## config.mk

```make
export PLATFORM = sky130hd
export DESIGN_NAME = reg_writeback
export DESIGN_NICKNAME = d
export VERILOG_FILES = /design/src/rtl/reg_writeback.sv
export SDC_FILE = /design/constraint.sdc
export NUM_CORES = 1
export LEC_CHECK = 0
export BUFFER_PORTS_ARGS = -buffer_cell sky130_fd_sc_hd__buf_2
export CAP_MARGIN = 20
export CORE_MARGIN = 5
export CORE_UTILIZATION = 60
export CTS_BUF_LIST = sky130_fd_sc_hd__clkbuf_4 sky130_fd_sc_hd__clkbuf_8
export CTS_CLUSTER_DIAMETER = 30
export DETAILED_ROUTE_END_ITERATION = 6
export GPL_TIMING_DRIVEN = 0
export PLACE_DENSITY_LB_ADDON = 0.3
export REMOVE_ABC_BUFFERS = 1
export SLEW_MARGIN = 30
export SYNTH_ARGS = -nofsm -noshare
export SYNTH_HDL_FRONTEND = slang
export SYNTH_SLANG_ARGS = --single-unit
```

## constraint.sdc

```tcl
create_clock -name clock -period 6.25 [get_ports clock]
set_input_delay 1.25 -clock clock [delete_from_list [all_inputs] [get_ports clock]]
set_output_delay 1.25 -clock clock [all_outputs]
set_load 0.03 [all_outputs]
```

## src/rtl/reg_writeback.sv

```systemverilog
// reg_writeback: write-side master for the register file.
// Merges ALU results and buffered memory-load results onto the single
// regfile write port. ALU results normally win. A starvation counter
// forces a FIFO pop (and stalls the ALU) once loads have been preempted
// STARVE_LIMIT times in a row. The block also reports PC writes and RAW
// hazards against pending writes.
//
// Ports:
//   clock, reset_n                 rising-edge clock, async active-low reset
//   alu_valid/alu_sel/alu_data     ALU result input (no backpressure)
//   alu_flags_we/alu_flags         NZCV update request
//   alu_stall                      ALU must not present a result this cycle
//   ld_valid/ld_ready/ld_sel/ld_data  load-result handshake into the FIFO
//   in_enable/sel_in/in_reg        registered regfile write port
//   flags_in                       registered, held NZCV to the regfile
//   pc_written                     registered pulse for writes to r15
//   hz_sel/hz_pending              decode read register / pending-write hit
module reg_writeback #(
  parameter int unsigned DEPTH        = 4,
  parameter int unsigned STARVE_LIMIT = 3
) (
  input  logic        clock,
  input  logic        reset_n,
  input  logic        alu_valid,
  input  logic [3:0]  alu_sel,
  input  logic [31:0] alu_data,
  input  logic        alu_flags_we,
  input  logic [3:0]  alu_flags,
  output logic        alu_stall,
  input  logic        ld_valid,
  output logic        ld_ready,
  input  logic [3:0]  ld_sel,
  input  logic [31:0] ld_data,
  output logic        in_enable,
  output logic [3:0]  sel_in,
  output logic [31:0] in_reg,
  output logic [3:0]  flags_in,
  output logic        pc_written,
  input  logic [3:0]  hz_sel,
  output logic        hz_pending
);

  localparam int unsigned AW = (DEPTH > 1) ? $clog2(DEPTH) : 1;
  localparam int unsigned CW = $clog2(STARVE_LIMIT + 1);

  logic [3:0]    mem_sel  [DEPTH];
  logic [31:0]   mem_data [DEPTH];
  logic [AW:0]   wr_ptr, rd_ptr;
  logic [AW:0]   count;
  logic [CW-1:0] starve_cnt;
  logic          empty, full, push, pop, alu_win;
  logic [3:0]    head_sel;
  logic [31:0]   head_data;

  // Pointers carry an extra wrap bit so full and empty are distinguishable.
  assign empty     = (wr_ptr == rd_ptr);
  assign full      = (wr_ptr[AW] != rd_ptr[AW]) &&
                     (wr_ptr[AW-1:0] == rd_ptr[AW-1:0]);
  assign count     = wr_ptr - rd_ptr;
  assign ld_ready  = !full;
  assign alu_stall = (starve_cnt == CW'(STARVE_LIMIT)) && !empty;

  assign push      = ld_valid && ld_ready;
  assign alu_win   = alu_valid && !alu_stall;
  // A stall cycle always pops. An ALU result offered during a stall is dropped.
  assign pop       = !empty && (alu_stall || !alu_valid);

  assign head_sel  = mem_sel[rd_ptr[AW-1:0]];
  assign head_data = mem_data[rd_ptr[AW-1:0]];

  // Storage is not reset; the pointers alone define which entries are live.
  always_ff @(posedge clock) begin
    if (push) begin
      mem_sel[wr_ptr[AW-1:0]]  <= ld_sel;
      mem_data[wr_ptr[AW-1:0]] <= ld_data;
    end
  end

  always_ff @(posedge clock or negedge reset_n) begin
    if (!reset_n) begin
      wr_ptr     <= '0;
      rd_ptr     <= '0;
      starve_cnt <= '0;
      in_enable  <= 1'b0;
      sel_in     <= '0;
      in_reg     <= '0;
      flags_in   <= '0;
      pc_written <= 1'b0;
    end else begin
      if (push) wr_ptr <= wr_ptr + 1'b1;
      if (pop)  rd_ptr <= rd_ptr + 1'b1;

      if (pop || empty)
        starve_cnt <= '0;
      else if (alu_win && (starve_cnt != CW'(STARVE_LIMIT)))
        starve_cnt <= starve_cnt + CW'(1);

      if (alu_win) begin
        in_enable  <= 1'b1;
        sel_in     <= alu_sel;
        in_reg     <= alu_data;
        pc_written <= (alu_sel == 4'hF);
      end else if (pop) begin
        in_enable  <= 1'b1;
        sel_in     <= head_sel;
        in_reg     <= head_data;
        pc_written <= (head_sel == 4'hF);
      end else begin
        in_enable  <= 1'b0;
        pc_written <= 1'b0;
      end

      if (alu_flags_we) flags_in <= alu_flags;
    end
  end

  // An entry is live when its distance from the read pointer is below the occupancy.
  always_comb begin
    logic [AW-1:0] offset;
    hz_pending = in_enable && (sel_in == hz_sel);
    offset     = '0;
    for (int unsigned i = 0; i < DEPTH; i++) begin
      offset = AW'(i) - rd_ptr[AW-1:0];
      if (({1'b0, offset} < count) && (mem_sel[i] == hz_sel))
        hz_pending = 1'b1;
    end
  end

endmodule

```

* Word-level counts from Yosys, hierarchy flattened
Memories as Yosys holds them, arrays and structs flattened. Index checks and enable logic that the tools add are counted.
Storage, ports and cells: output and inout port bits 45, input port bits 85, logic and storage cells 69, register bits 50, memory bits (writable) 144, memories kept 2
Cells by class: $add $sub $neg 8, reduce and logical (&&, ||, !) cells 19, muxes and demuxes 16, equal/unequal tests 12, order comparisons 4
Memory list:
- mem_data | words 4, width 32, read ports 1, clocked after Yosys merged registers in 0, write ports 1, RTL line 47 | logic [31:0] mem_data [DEPTH];
- mem_sel | words 4, width 4, read ports 5, clocked after Yosys merged registers in 0, write ports 1, RTL line 46 | logic [3:0] mem_sel [DEPTH];
Operators by type and width (number):
- $mux W32 | 2
- $eq A4 B4 Y1 | 5
- $lt A2 B3 Y1 | 4
- $logic_and A1 B1 Y1 | 11
- $mux W1 | 10
- $eq A4 B4 Y1 const B | 2
- $mux W4 | 2
- $add A3 B1 Y3 const B | 2
- $logic_not A1 Y1 | 4
- $mux W2 | 2
- $reduce_bool A2 Y1 | 2
- $sub A1 B2 Y2 const A | 2
- $sub A2 B2 Y2 const A | 2
- $eq A3 B3 Y1 | 1
- $sub A3 B3 Y3 | 1
- $add A2 B1 Y2 const B | 1
- $eq A2 B2 Y1 | 1
- $eq A2 B2 Y1 const B | 1
- $logic_or A1 B1 Y1 | 2
- $ne A2 B2 Y1 const B | 1
- $ne A1 B1 Y1 | 1

* Logic depth before layout (Yosys ltp)
Gate-level depths: netlist of run 1.
word-level depth 8, mapped depth 10, gate-level depth less buffers 10

* Least setup slack after synthesis of run 1
OpenSTA, ideal clock, no wires.
kind register to output, start point reg rd_ptr[1], end point out hz_pending, arrival 2393 ps, buffers on the path 2, slack 2607 ps, cell stages (with the launch flop) 11, required time 5000 ps, path through dfrtp_1 -> buf_2 -> buf_2 -> inv_1 -> fa_1 -> inv_1 -> ha_1 -> nor2b_1 -> o21ai_0 -> a22oi_1 -> nand4_1
On the way: word-level cells in the longest chain between the ends 7, elaborated cells between the ends (all ways) 17, those cells by class 5 x add/sub; 4 x order compare; 4 x mux; 4 x reduce/logical
Ends and longest elaborated chain:
- start, declared | RTL line 48 | logic [AW:0] wr_ptr, rd_ptr;
- start signal, assigned | RTL line 91 | if (pop) rd_ptr <= rd_ptr + 1'b1;
- $sub A3 B3 Y3 / $sub A1 B2 Y2 (equally long branches) | RTL line 59, 123
- $lt A2 B3 Y1 | RTL line 124 | if (({1'b0, offset} < count) && (mem_sel[i] == hz_sel))
- $logic_and A1 B1 Y1 | RTL line 124
- $mux W1 (3 in a row) | RTL line 124
- $mux W1 (*) | RTL line 124
- end, declared | RTL line 40 | output logic hz_pending
Mark *: on every way between the ends. The rest lies on a longest branch, timed or not.

* Worst setup path in the final report of run 1
Same ends and word-level chain as after synthesis.

==> run_results.csv, run 1 <==
group,metric,value,unit
outcome,outcome,"completed",
cts,cts_setup_buffers,0,
power,p_int,2.979,mW
detailed_routing,drcViolationCount,0,
detailed_routing,ant_nets,0,
die,rows,42,
yosys,synth_enable_flop_cells,144,
power,p_sw,1.740,mW
cts,cts_hold_buf,0,
sta,setup_viol,0,
power,pwr-share-comb,0.391,
global_routing,grt_use_total,0.2176,
sta,drv_slew,0,
cts,clk_path_buf_depth,2,
detailed_routing,routedWlPerCell,20.48,µm
layout,multiInputGateArea,2459,µm²
yosys,synth_area_leader_cell,"edfxtp_1",
worst_setup_path,critPathLaunchType,"flop",
sta,post-route-period-util,0.7146,
placement,dp_slack,2252,ps
die,core,13350,µm²
power,pwr-share-clk,0.185,
detailed_routing,wirelength,16.63,mm
sta,finClkSkew,11.47,ps
yosys,yosys.area.top_type_share,0.5251,
layout,nets,723,
run,maxCapViolCount,0,
sta,timing.hold.ws,448.7,ps
global_routing,grt_max_degree,63,
cts,clock-sinks,194,
worst_setup_path,crit_path_end_kind,"output pin",
detailed_routing,drt_iter0_drc,292,
power,p_total,4.719,mW
sta,hold_viol_final,0,
yosys,syn_inst,506,
sta,grt_setup_unrepaired,"false",
layout,nFillCells,871,
layout,syn_to_final_growth,14.95,%
die,die-height,127.2,µm
power,switching_share,0.3688,
sta,slew_headroom,0.5112,
layout,drive_gt1_frac,0.3396,
sta,setup_ws,1784,ps
yosys,synth.cell_area,8235,µm²
sta,fin_crit,4466,ps
cts,cts_root_buf,"clkbuf_8",
power,cellLeakagePower,3.671,nW
placement,gp_congestion,0.8277,
global_routing,grt_pass1_wl,26.63,mm
worst_setup_path,path_class,"reg2out",
cts,cts_resized,0,
global_routing,grt-ovfl-total,0,
detailed_routing,via_per_inst,5.884,
cts,cts_tree,"yes",
yosys,postSynth.asyncResetShare,0.2577,
yosys,synth-main-ff-cell,"edfxtp_1",
power,share_seq_of_total_power,0.423,
power,vdd_drop_max,217.2,µV
sta,clock.fmax,0.2239,GHz
worst_setup_path,path_max_fanout,22,
detailed_routing,first_pass_iters,5,
cts,numCtsBuffers,17,
yosys,synth_warnings,0,
cts,clk_latency,460,ps
die,io_pins,130,
worst_setup_path,crit_required,5000,ps
yosys,avgSynthCellArea,16.28,µm²
die,initial_core_util,0.6170,
sta,tns,0,ps
yosys,synth.ff_latch_count,194,
global_routing,antenna_found_initial,0,
placement,io_buffers,129,
cts,path_clk_slew,90,ps
layout,largest_register_ffs,128,
sta,tightest_slew,733.1,ps
min_path,hp-class,"reg2reg",
worst_setup_path,worstPathArrival,3220,ps
detailed_routing,vias,4778,
power,power.density,498.5,nW/µm²
yosys,ys_seq_area_frac,0.6770,
yosys,synthDistinctLibCells,40,
die,die_w,127.2,µm
layout,n_antenna_cell,0,
layout,seqCellArea,5580,µm²
yosys,ys_top_cells_by_area,"edfxtp_1, dfrtp_1, mux4_2",
die,dieArea,16170,µm²
global_routing,grt_pass1_vias,5017,
placement,place_hpwl,10.84,mm
layout,final_util,0.7092,
cts,htreeDepth,4,
[critical path, stage by stage (launching register included)]
cell and delay [ps]:
dfrtp_2 720, buf_16 240, inv_1 120, fa_1 510, inv_1 90, ha_1 300
nor2b_1 150, o21ai_0 100, a22oi_1 170, nand4_1 140, buf_2 200
[through the flow]
stage | cells | instance area, µm²
after global placement | 776 | 8917
after detailed placement | 780 | 9022
final | 812 | 9467
after global routing | 812 | 9467
after floorplan | 471 | 8051
after CTS | 812 | 9464
[synth_stat cells, types with 2 or more instances]
library cell and n:
edfxtp_1 144, nand3_1 62, dfrtp_1 50, mux4_2 36
mux2i_1 22, o211ai_1 22, o21ai_0 20, xor2_1 20
clkbuf_1 15, ha_1 14, nor2_1 14, a31oi_1 13
buf_2 11, inv_1 9, nand2_1 7, xnor2_1 6
and2_1 5, buf_4 4, mux2_2 4, nor4_1 4
buf_6 3, a21oi_1 2, nand4_1 2
[cells in the final DEF (no fill, tap or decap), drive strengths merged]
master    Yosys  routed
clkinv        0       5
xor3          1       1
mux4         36      36
a21boi        1       1
and4          1       1
o22ai         1       1
a31oi        13      13
o21ai        21      21
nor4          4       4
inv          10      12
o211ai       22      22
a21oi         2       2
nand2b        1       1
nor3          1       1
ha           14      14
mux2i        22      22
and2          5       5
nand3        63      63
nor3b         1       1
xnor2         6       6
nand4         2       2
buf          19     133
nor2b         1       1
clkinvlp      0       2
nor2         14      14
edfxtp      144     144
mux2          4       4
dfrtp        50      50
nand2         8       8
xor2         21      21
a22oi         1       1
clkbuf       16      19
fa            1       1
bufinv        0       4
[power groups by stage]
stage          Sequential [mW]  Combinational [mW]  Clock (mW)
2_1_floorplan             2.26                1.04           0
3_3_place_gp              2.06                1.70           0
3_5_place_dp              2.03                1.87           0
4_1_cts                   2.00                1.87       0.890
5_1_grt                   2.05                2.02       0.948
6_report                  2.00                1.85       0.875
[area by class of cell]
class,count,share of cell area
flip-flops and latches,194,0.5895
multi-input cells,267,0.2597
repair buffers,133,0.07692
clock buffers,19,0.02762
well taps,176,0.02326
clock inverters,13,0.01903
inverters,10,0.003965
[logic make-up (layout without fill, tap and decap cells)]
kind of cell             count (synthesis)  count (layout)  synth area share
multiplexers                            62              62            0.1307
buffers and inverters                   45             175           0.02689
XOR/XNOR                                28              28           0.03251
flip-flops                             194             194            0.6770
adder cells (fa/ha/maj)                 15              15           0.02370
AND/OR/NAND/NOR                        101             101           0.06229
AO/OA/AOI/OAI                           61              61           0.04695
[worst paths after layout]
kind,start,to,slack (ps),cells past startpoint
max,rd_ptr[1]$_DFFE_PN0P_,hz_pending,1780,10
min,starve_cnt[0]$_DFFE_PN0P_,starve_cnt[0]$_DFFE_PN0P_,450,1
max reg2reg,rd_ptr[1]$_DFFE_PN0P_,mem_data[3][17]$_DFFE_PP_,3050,6
min reg2reg,starve_cnt[0]$_DFFE_PN0P_,starve_cnt[0]$_DFFE_PN0P_,450,1
max in group asynchronous,reset_n,rd_ptr[0]$_DFFE_PN0P_,4850,1
min in group asynchronous,reset_n,in_reg[4]$_DFFE_PN0P_,850,1
[layer usage]
metal | track usage | wire, µm | vias up
li1 | - | - | 2191
met1 | 0.2734 | 6517 | 2396
met2 | 0.3717 | 8881 | 163
met3 | 0.04967 | 940 | 28
met4 | 0.08391 | 288 | 0
met5 | 0 | 0 | -
Power figures use the tool's default switching activity.
==> inputs of run 2 (changes only) <==
--- a/config.mk
+++ b/config.mk
@@ -5,10 +5,11 @@
 export SDC_FILE = /design/constraint.sdc
 export NUM_CORES = 1
 export LEC_CHECK = 0
+export ABC_AREA = 1
 export BUFFER_PORTS_ARGS = -buffer_cell sky130_fd_sc_hd__buf_2
 export CAP_MARGIN = 20
 export CORE_MARGIN = 5
-export CORE_UTILIZATION = 60
+export CORE_UTILIZATION = 53
 export CTS_BUF_LIST = sky130_fd_sc_hd__clkbuf_4 sky130_fd_sc_hd__clkbuf_8
 export CTS_CLUSTER_DIAMETER = 30
 export DETAILED_ROUTE_END_ITERATION = 6
==> constraint.sdc (replaced) <==
create_clock -name clock -period 4 [get_ports clock]
set_input_delay 0.8 -clock clock [delete_from_list [all_inputs] [get_ports clock]]
set_output_delay 0.8 -clock clock [all_outputs]
set_load 0.03 [all_outputs]
==> run_results.csv, run 2 <==
group,metric,value,unit
power,cellLeakagePower,4.018,nW
yosys,ys_top_cells_by_area,"edfxtp_1, dfrtp_1, nand2_1",
layout,drive_gt1_frac,0.2365,
layout,nFillCells,1235,
sta,setup_ws,261.5,ps
die,dieArea,18360,µm²
sta,tns,0,ps
power,vdd_drop_max,391.3,µV
sta,drv_slew,0,
global_routing,grt-ovfl-total,0,
yosys,synth_area_leader_cell,"edfxtp_1",
power,switching_share,0.4066,
sta,setup_viol,0,
detailed_routing,vias,5676,
power,p_sw,2.974,mW
power,p_int,4.340,mW
sta,post-route-period-util,0.9346,
detailed_routing,wirelength,18.28,mm
layout,syn_to_final_growth,16.34,%
yosys,syn_inst,736,
placement,gp_congestion,0.7936,
worst_setup_path,path_max_fanout,44,
detailed_routing,via_per_inst,5.246,
yosys,postSynth.asyncResetShare,0.2577,
sta,grt_setup_unrepaired,"false",
worst_setup_path,critPathLaunchType,"flop",
yosys,yosys.area.top_type_share,0.5180,
cts,clk_latency,450,ps
worst_setup_path,crit_required,3200,ps
detailed_routing,first_pass_iters,4,
sta,fin_crit,3738,ps
layout,seqCellArea,5583,µm²
worst_setup_path,cpPeakStageDelay,510,ps
cts,cts_hold_buf,0,
yosys,synth.cell_area,8348,µm²
global_routing,grt_max_degree,75,
power,power.density,753.1,nW/µm²
worst_setup_path,crit_path_cell_trace,"buf_12 -> ha_1 -> inv_1 -> fa_1 -> inv_1 -> ha_1 -> a21o_1 -> nand3_1 -> nand2_1 -> nand2_1 -> nor2_1 -> nand2_1 -> buf_2",
power,share_seq_of_total_power,0.413,
detailed_routing,routedWlPerCell,16.89,µm
sta,hold_viol_final,0,
cts,htreeDepth,4,
worst_setup_path,crit_path_end_kind,"output pin",
layout,multiInputGateArea,2410,µm²
worst_setup_path,r2r_cells,9,
cts,clk_path_buf_depth,2,
detailed_routing,ant_nets,0,
yosys,synth_enable_flop_cells,144,
worst_setup_path,slowest_stage,"dfrtp_4",
yosys,synth.ff_latch_count,194,
worst_setup_path,path_class,"reg2out",
yosys,netlist_top_cells_count,"nand2_1, edfxtp_1, nand3_1",
cts,cts_root_buf,"clkbuf_8",
min_path,hp-class,"in2async",
layout,nets,958,
global_routing,grt_pass1_vias,5572,
worst_setup_path,worstPathArrival,2940,ps
power,pwr-share-comb,0.435,
placement,io_buffers,129,
global_routing,antenna_found_initial,3,
placement,place_hpwl,11.24,mm
die,io_pins,130,
yosys,synthDistinctLibCells,37,
sta,tightest_slew,749.1,ps
yosys,avgSynthCellArea,11.34,µm²
detailed_routing,drt_iter0_drc,352,
die,rows,45,
die,initial_core_util,0.5451,
cts,numCtsBuffers,17,
layout,n_antenna_cell,0,
yosys,synth-main-ff-cell,"edfxtp_1",
yosys,ys_seq_area_frac,0.6679,
cts,path_clk_slew,90,ps
layout,final_cell_mix,"nand2_1, edfxtp_1, buf_2, nand3_1, nor2_1",
placement,dp_slack,11.27,ps
die,die_w,135.5,µm
yosys,yosysMostFrequentCell,"nand2_1",
yosys,synth_warnings,0,
layout,largest_register_ffs,128,
die,core,15310,µm²
sta,finClkSkew,11.08,ps
worst_setup_path,crit_top_cell,"nand2_1",
layout,final_common_cell,"nand2_1",
detailed_routing,drcViolationCount,0,
sta,timing.hold.ws,401.2,ps
cts,clock-sinks,194,
global_routing,grt_use_total,0.2017,
sta,slew_headroom,0.5006,
cts,cts_tree,"yes",
outcome,outcome,"completed",
run,maxCapViolCount,0,
die,die-height,135.5,µm
sta,clock.fmax,0.2675,GHz
power,pwr-share-clk,0.152,
global_routing,grt_pass1_wl,28.58,mm
## run 2: changes by cell type after synthesis, sizes merged, moves of 24 or more
cell	change
o21ai	+28
nor2	+50
nand3	+24
mux4	-36
nand2	+177
inv	+27
## run 2: path summary, 6_finish.rpt
check / startpoint / to / slack, ps
setup / recovery: rd_ptr[0]$_DFFE_PN0P_ / hz_pending / 260
hold / removal: reset_n / rd_ptr[2]$_DFFE_PN0P_ / 400
setup reg to reg: rd_ptr[1]$_DFFE_PN0P_ / in_reg[29]$_DFFE_PN0P_ / 1040
hold reg to reg: starve_cnt[0]$_DFFE_PN0P_ / starve_cnt[0]$_DFFE_PN0P_ / 450
max in group asynchronous: reset_n / rd_ptr[0]$_DFFE_PN0P_ / 3070
min in group clock: starve_cnt[0]$_DFFE_PN0P_ / starve_cnt[0]$_DFFE_PN0P_ / 450
## run 2: final cells by class
class | instances | share of cell area
flip-flops and latches | 194 | 0.5749
repair buffers | 142 | 0.09688
well taps | 211 | 0.02718
inverters | 38 | 0.01701
multi-input cells | 465 | 0.2481
clock buffers | 25 | 0.03221
clock inverters | 7 | 0.003736
## run 2: critical path, delay by kind of cell, from the launching register on
| family | cells | cell delay [ps] |
|---|---|---|
| and+or+nand+nor | 5 | 280 |
| AOI/OAI and AO/OA | 1 | 180 |
| DFF | 1 | 510 |
| adders and majority gates | 3 | 880 |
| buffers and inverters | 4 | 620 |
## run 2: logic make-up (layout without fill, tap and decap cells)
kind of cell | Yosys count | count (layout) | synth area share
simple gates | 343 | 343 | 0.1800
compound gates | 84 | 84 | 0.05636
xor+xnor | 19 | 19 | 0.01993
fa+ha+maj | 15 | 15 | 0.02338
flops | 194 | 194 | 0.6679
buf+inv | 77 | 212 | 0.04706
mux | 4 | 4 | 0.005395
## run 2: per-layer routing
layer	share of wire	vias to the layer above	track usage
li1	-	2756	-
met1	0.42	2723	0.2631
met2	0.49	163	0.3321
met3	0.067	28	0.04792
met4	0.017	6	0.07223
met5	0.0024	-	0
## run 2: through the flow
stage,power [mW],cells,area (µm²),utilization
final,7.314,1082,9712,0.6342
after global routing,7.826,1082,9712,0.6342
after CTS,7.361,1080,9691,0.6328
after detailed placement,6.205,1047,9316,0.6083
after global placement,5.923,1037,9015,0.5886
after floorplan,5.061,697,8105,-
## run 2: power by group through the flow
stage,clock (mW),sequential [mW],combinational [mW]
floorplan,0,3.50,1.56
global placement,0,3.22,2.71
detailed placement,0,3.11,3.09
CTS,1.15,3.06,3.15
global route,1.22,3.08,3.53
finish,1.11,3.02,3.18
## run 2: what timing repair did
item	in CTS	in global routing
endpoints found under the setup margin	1	1
resized for setup	3	0
buffers inserted	1	2
pin swaps	0	0
==> inputs of run 3 (changes only) <==
--- a/config.mk
+++ b/config.mk
@@ -9,7 +9,7 @@
 export BUFFER_PORTS_ARGS = -buffer_cell sky130_fd_sc_hd__buf_2
 export CAP_MARGIN = 20
 export CORE_MARGIN = 5
-export CORE_UTILIZATION = 53
+export CORE_UTILIZATION = 59
 export CTS_BUF_LIST = sky130_fd_sc_hd__clkbuf_4 sky130_fd_sc_hd__clkbuf_8
 export CTS_CLUSTER_DIAMETER = 30
 export DETAILED_ROUTE_END_ITERATION = 6
==> constraint.sdc (replaced) <==
create_clock -name clock -period 4.1 [get_ports clock]
set_input_delay 0.82 -clock clock [delete_from_list [all_inputs] [get_ports clock]]
set_output_delay 0.82 -clock clock [all_outputs]
set_load 0.03 [all_outputs]
==> run_results.csv, run 3 (same netlist as run 2, synthesis figures left out) <==
group,metric,value,unit
cts,cts_hold_buf,0,
layout,nFillCells,1011,
die,rows,43,
layout,drive_gt1_frac,0.2321,
cts,cts_root_buf,"clkbuf_8",
die,io_pins,130,
sta,slew_headroom,0.5050,
worst_setup_path,r2r_setup_slack,1030,ps
sta,tns,0,ps
worst_setup_path,worstPathArrival,3140,ps
global_routing,grt_max_degree,75,
die,core,13880,µm²
worst_setup_path,r2r-end,"mem_sel[1][3]$_DFFE_PP_",
sta,post-route-period-util,0.9666,
sta,finClkSkew,17.12,ps
worst_setup_path,critPathLaunchType,"flop",
sta,setup_viol,0,
layout,nets,953,
global_routing,grt-ovfl-total,0,
sta,hold_viol_final,0,
min_path,hp-class,"in2async",
detailed_routing,drt_iter0_drc,432,
die,initial_core_util,0.6014,
cts,clock-sinks,194,
layout,final_cell_mix,"nand2_1, edfxtp_1, buf_2, nand3_1, nor2_1",
worst_setup_path,crit_path_end_kind,"output pin",
sta,timing.hold.ws,405.4,ps
layout,largest_register_ffs,128,
cts,clk_latency,460,ps
layout,syn_to_final_growth,14.99,%
power,power.density,750.3,nW/µm²
global_routing,antenna_found_initial,1,
global_routing,grt_pass1_vias,5875,
sta,drv_slew,0,
die,dieArea,16630,µm²
placement,gp_congestion,0.8480,
worst_setup_path,r2r_cells,9,
detailed_routing,via_per_inst,5.531,
sta,fin_crit,3963,ps
placement,dpl_cell_area,9188,µm²
global_routing,grt_pass1_wl,29.42,mm
worst_setup_path,path_class,"reg2out",
detailed_routing,first_pass_iters,5,
power,vdd_drop_max,400.5,µV
cts,htreeDepth,4,
layout,layoutNonFillerInstCount,1046,
detailed_routing,wirelength,18.58,mm
layout,final_area,9599,µm²
cts,clk_path_buf_depth,2,
layout,final_util,0.6915,
sta,setup_ws,137.0,ps
detailed_routing,vias,5785,
power,cellLeakagePower,3.983,nW
worst_setup_path,crit_required,3280,ps
placement,placed_cells,1013,
cts,numCtsBuffers,17,
layout,final_common_cell,"nand2_1",
global_routing,grt_use_total,0.2307,
detailed_routing,drcViolationCount,0,
outcome,outcome,"completed",
run,maxCapViolCount,0,
sta,tightest_slew,742.6,ps
detailed_routing,ant_nets,0,
cts,cts_tree,"yes",
power,p_total,7.202,mW
die,die-height,129.0,µm
placement,io_buffers,129,
worst_setup_path,path_max_fanout,51,
detailed_routing,routedWlPerCell,17.76,µm
die,die_w,129.0,µm
worst_setup_path,r2r_start,"rd_ptr[1]$_DFFE_PN0P_",
placement,place_hpwl,11.47,mm
sta,clock.fmax,0.2523,GHz
layout,n_antenna_cell,0,
placement,dp_slack,177.3,ps
cts,path_clk_slew,100,ps
run 3: report_power, final:
part           switching [mW]  internal, mW  leakage, nW  total [mW]
registers               0.256          2.70         1.91        2.96
clock network           0.648         0.554        0.200        1.20
logic                    2.07         0.974         1.88        3.04
total                    2.97          4.23         3.98        7.20
run 3: cell type report:
cell class,instances,area [µm²],area share
Clock buffer,18,247.7,0.02581
Clock inverter,14,136.4,0.01421
Inverter,38,160.2,0.01668
Multi-Input combinational cell,465,2410,0.2510
Sequential cell,194,5580,0.5813
Tap cell,180,225.2,0.02346
Timing Repair Buffer,137,839.6,0.08746
run 3: per-layer routing:
metal	vias up	GRT usage	routed length, µm
met5	-	0	7
met4	2	0.09203	435
met3	36	0.04691	1170
met2	195	0.3851	9318
met1	2793	0.2986	7649
li1	2759	-	-
run 3: worst max-delay path: stages (launching register included):
cell and delay (ps):
dfrtp_4 560, buf_16 260, ha_1 240, inv_1 80, fa_1 470, inv_1 100
ha_1 300, a21o_1 200, nand3_1 80, nand2_1 50, nand2_1 60, nor2_1 40
nand2_1 60, buf_2 190
run 3: how the worst max path moves through the flow:
stage | start | end | slack [ps]
finish | rd_ptr[0]$_DFFE_PN0P_ | hz_pending | 140
global route | rd_ptr[0]$_DFFE_PN0P_ | hz_pending | -60
CTS | rd_ptr[1]$_DFFE_PN0P_ | hz_pending | 30
detailed placement | rd_ptr[1]$_DFFE_PN0P_ | hz_pending | 180
global placement | rd_ptr[1]$_DFFE_PN0P_ | mem_data[3][20]$_DFFE_PP_ | -3400
floorplan | rd_ptr[1]$_DFFE_PN0P_ | mem_data[3][0]$_DFFE_PP_ | -680
run 3: what timing repair did:
action | in CTS | in global routing
buffers inserted | 0 | 1
setup endpoints to repair | 1 | 1
gates resized for setup | 1 | 2
endpoints found under the hold margin | 0 | 0
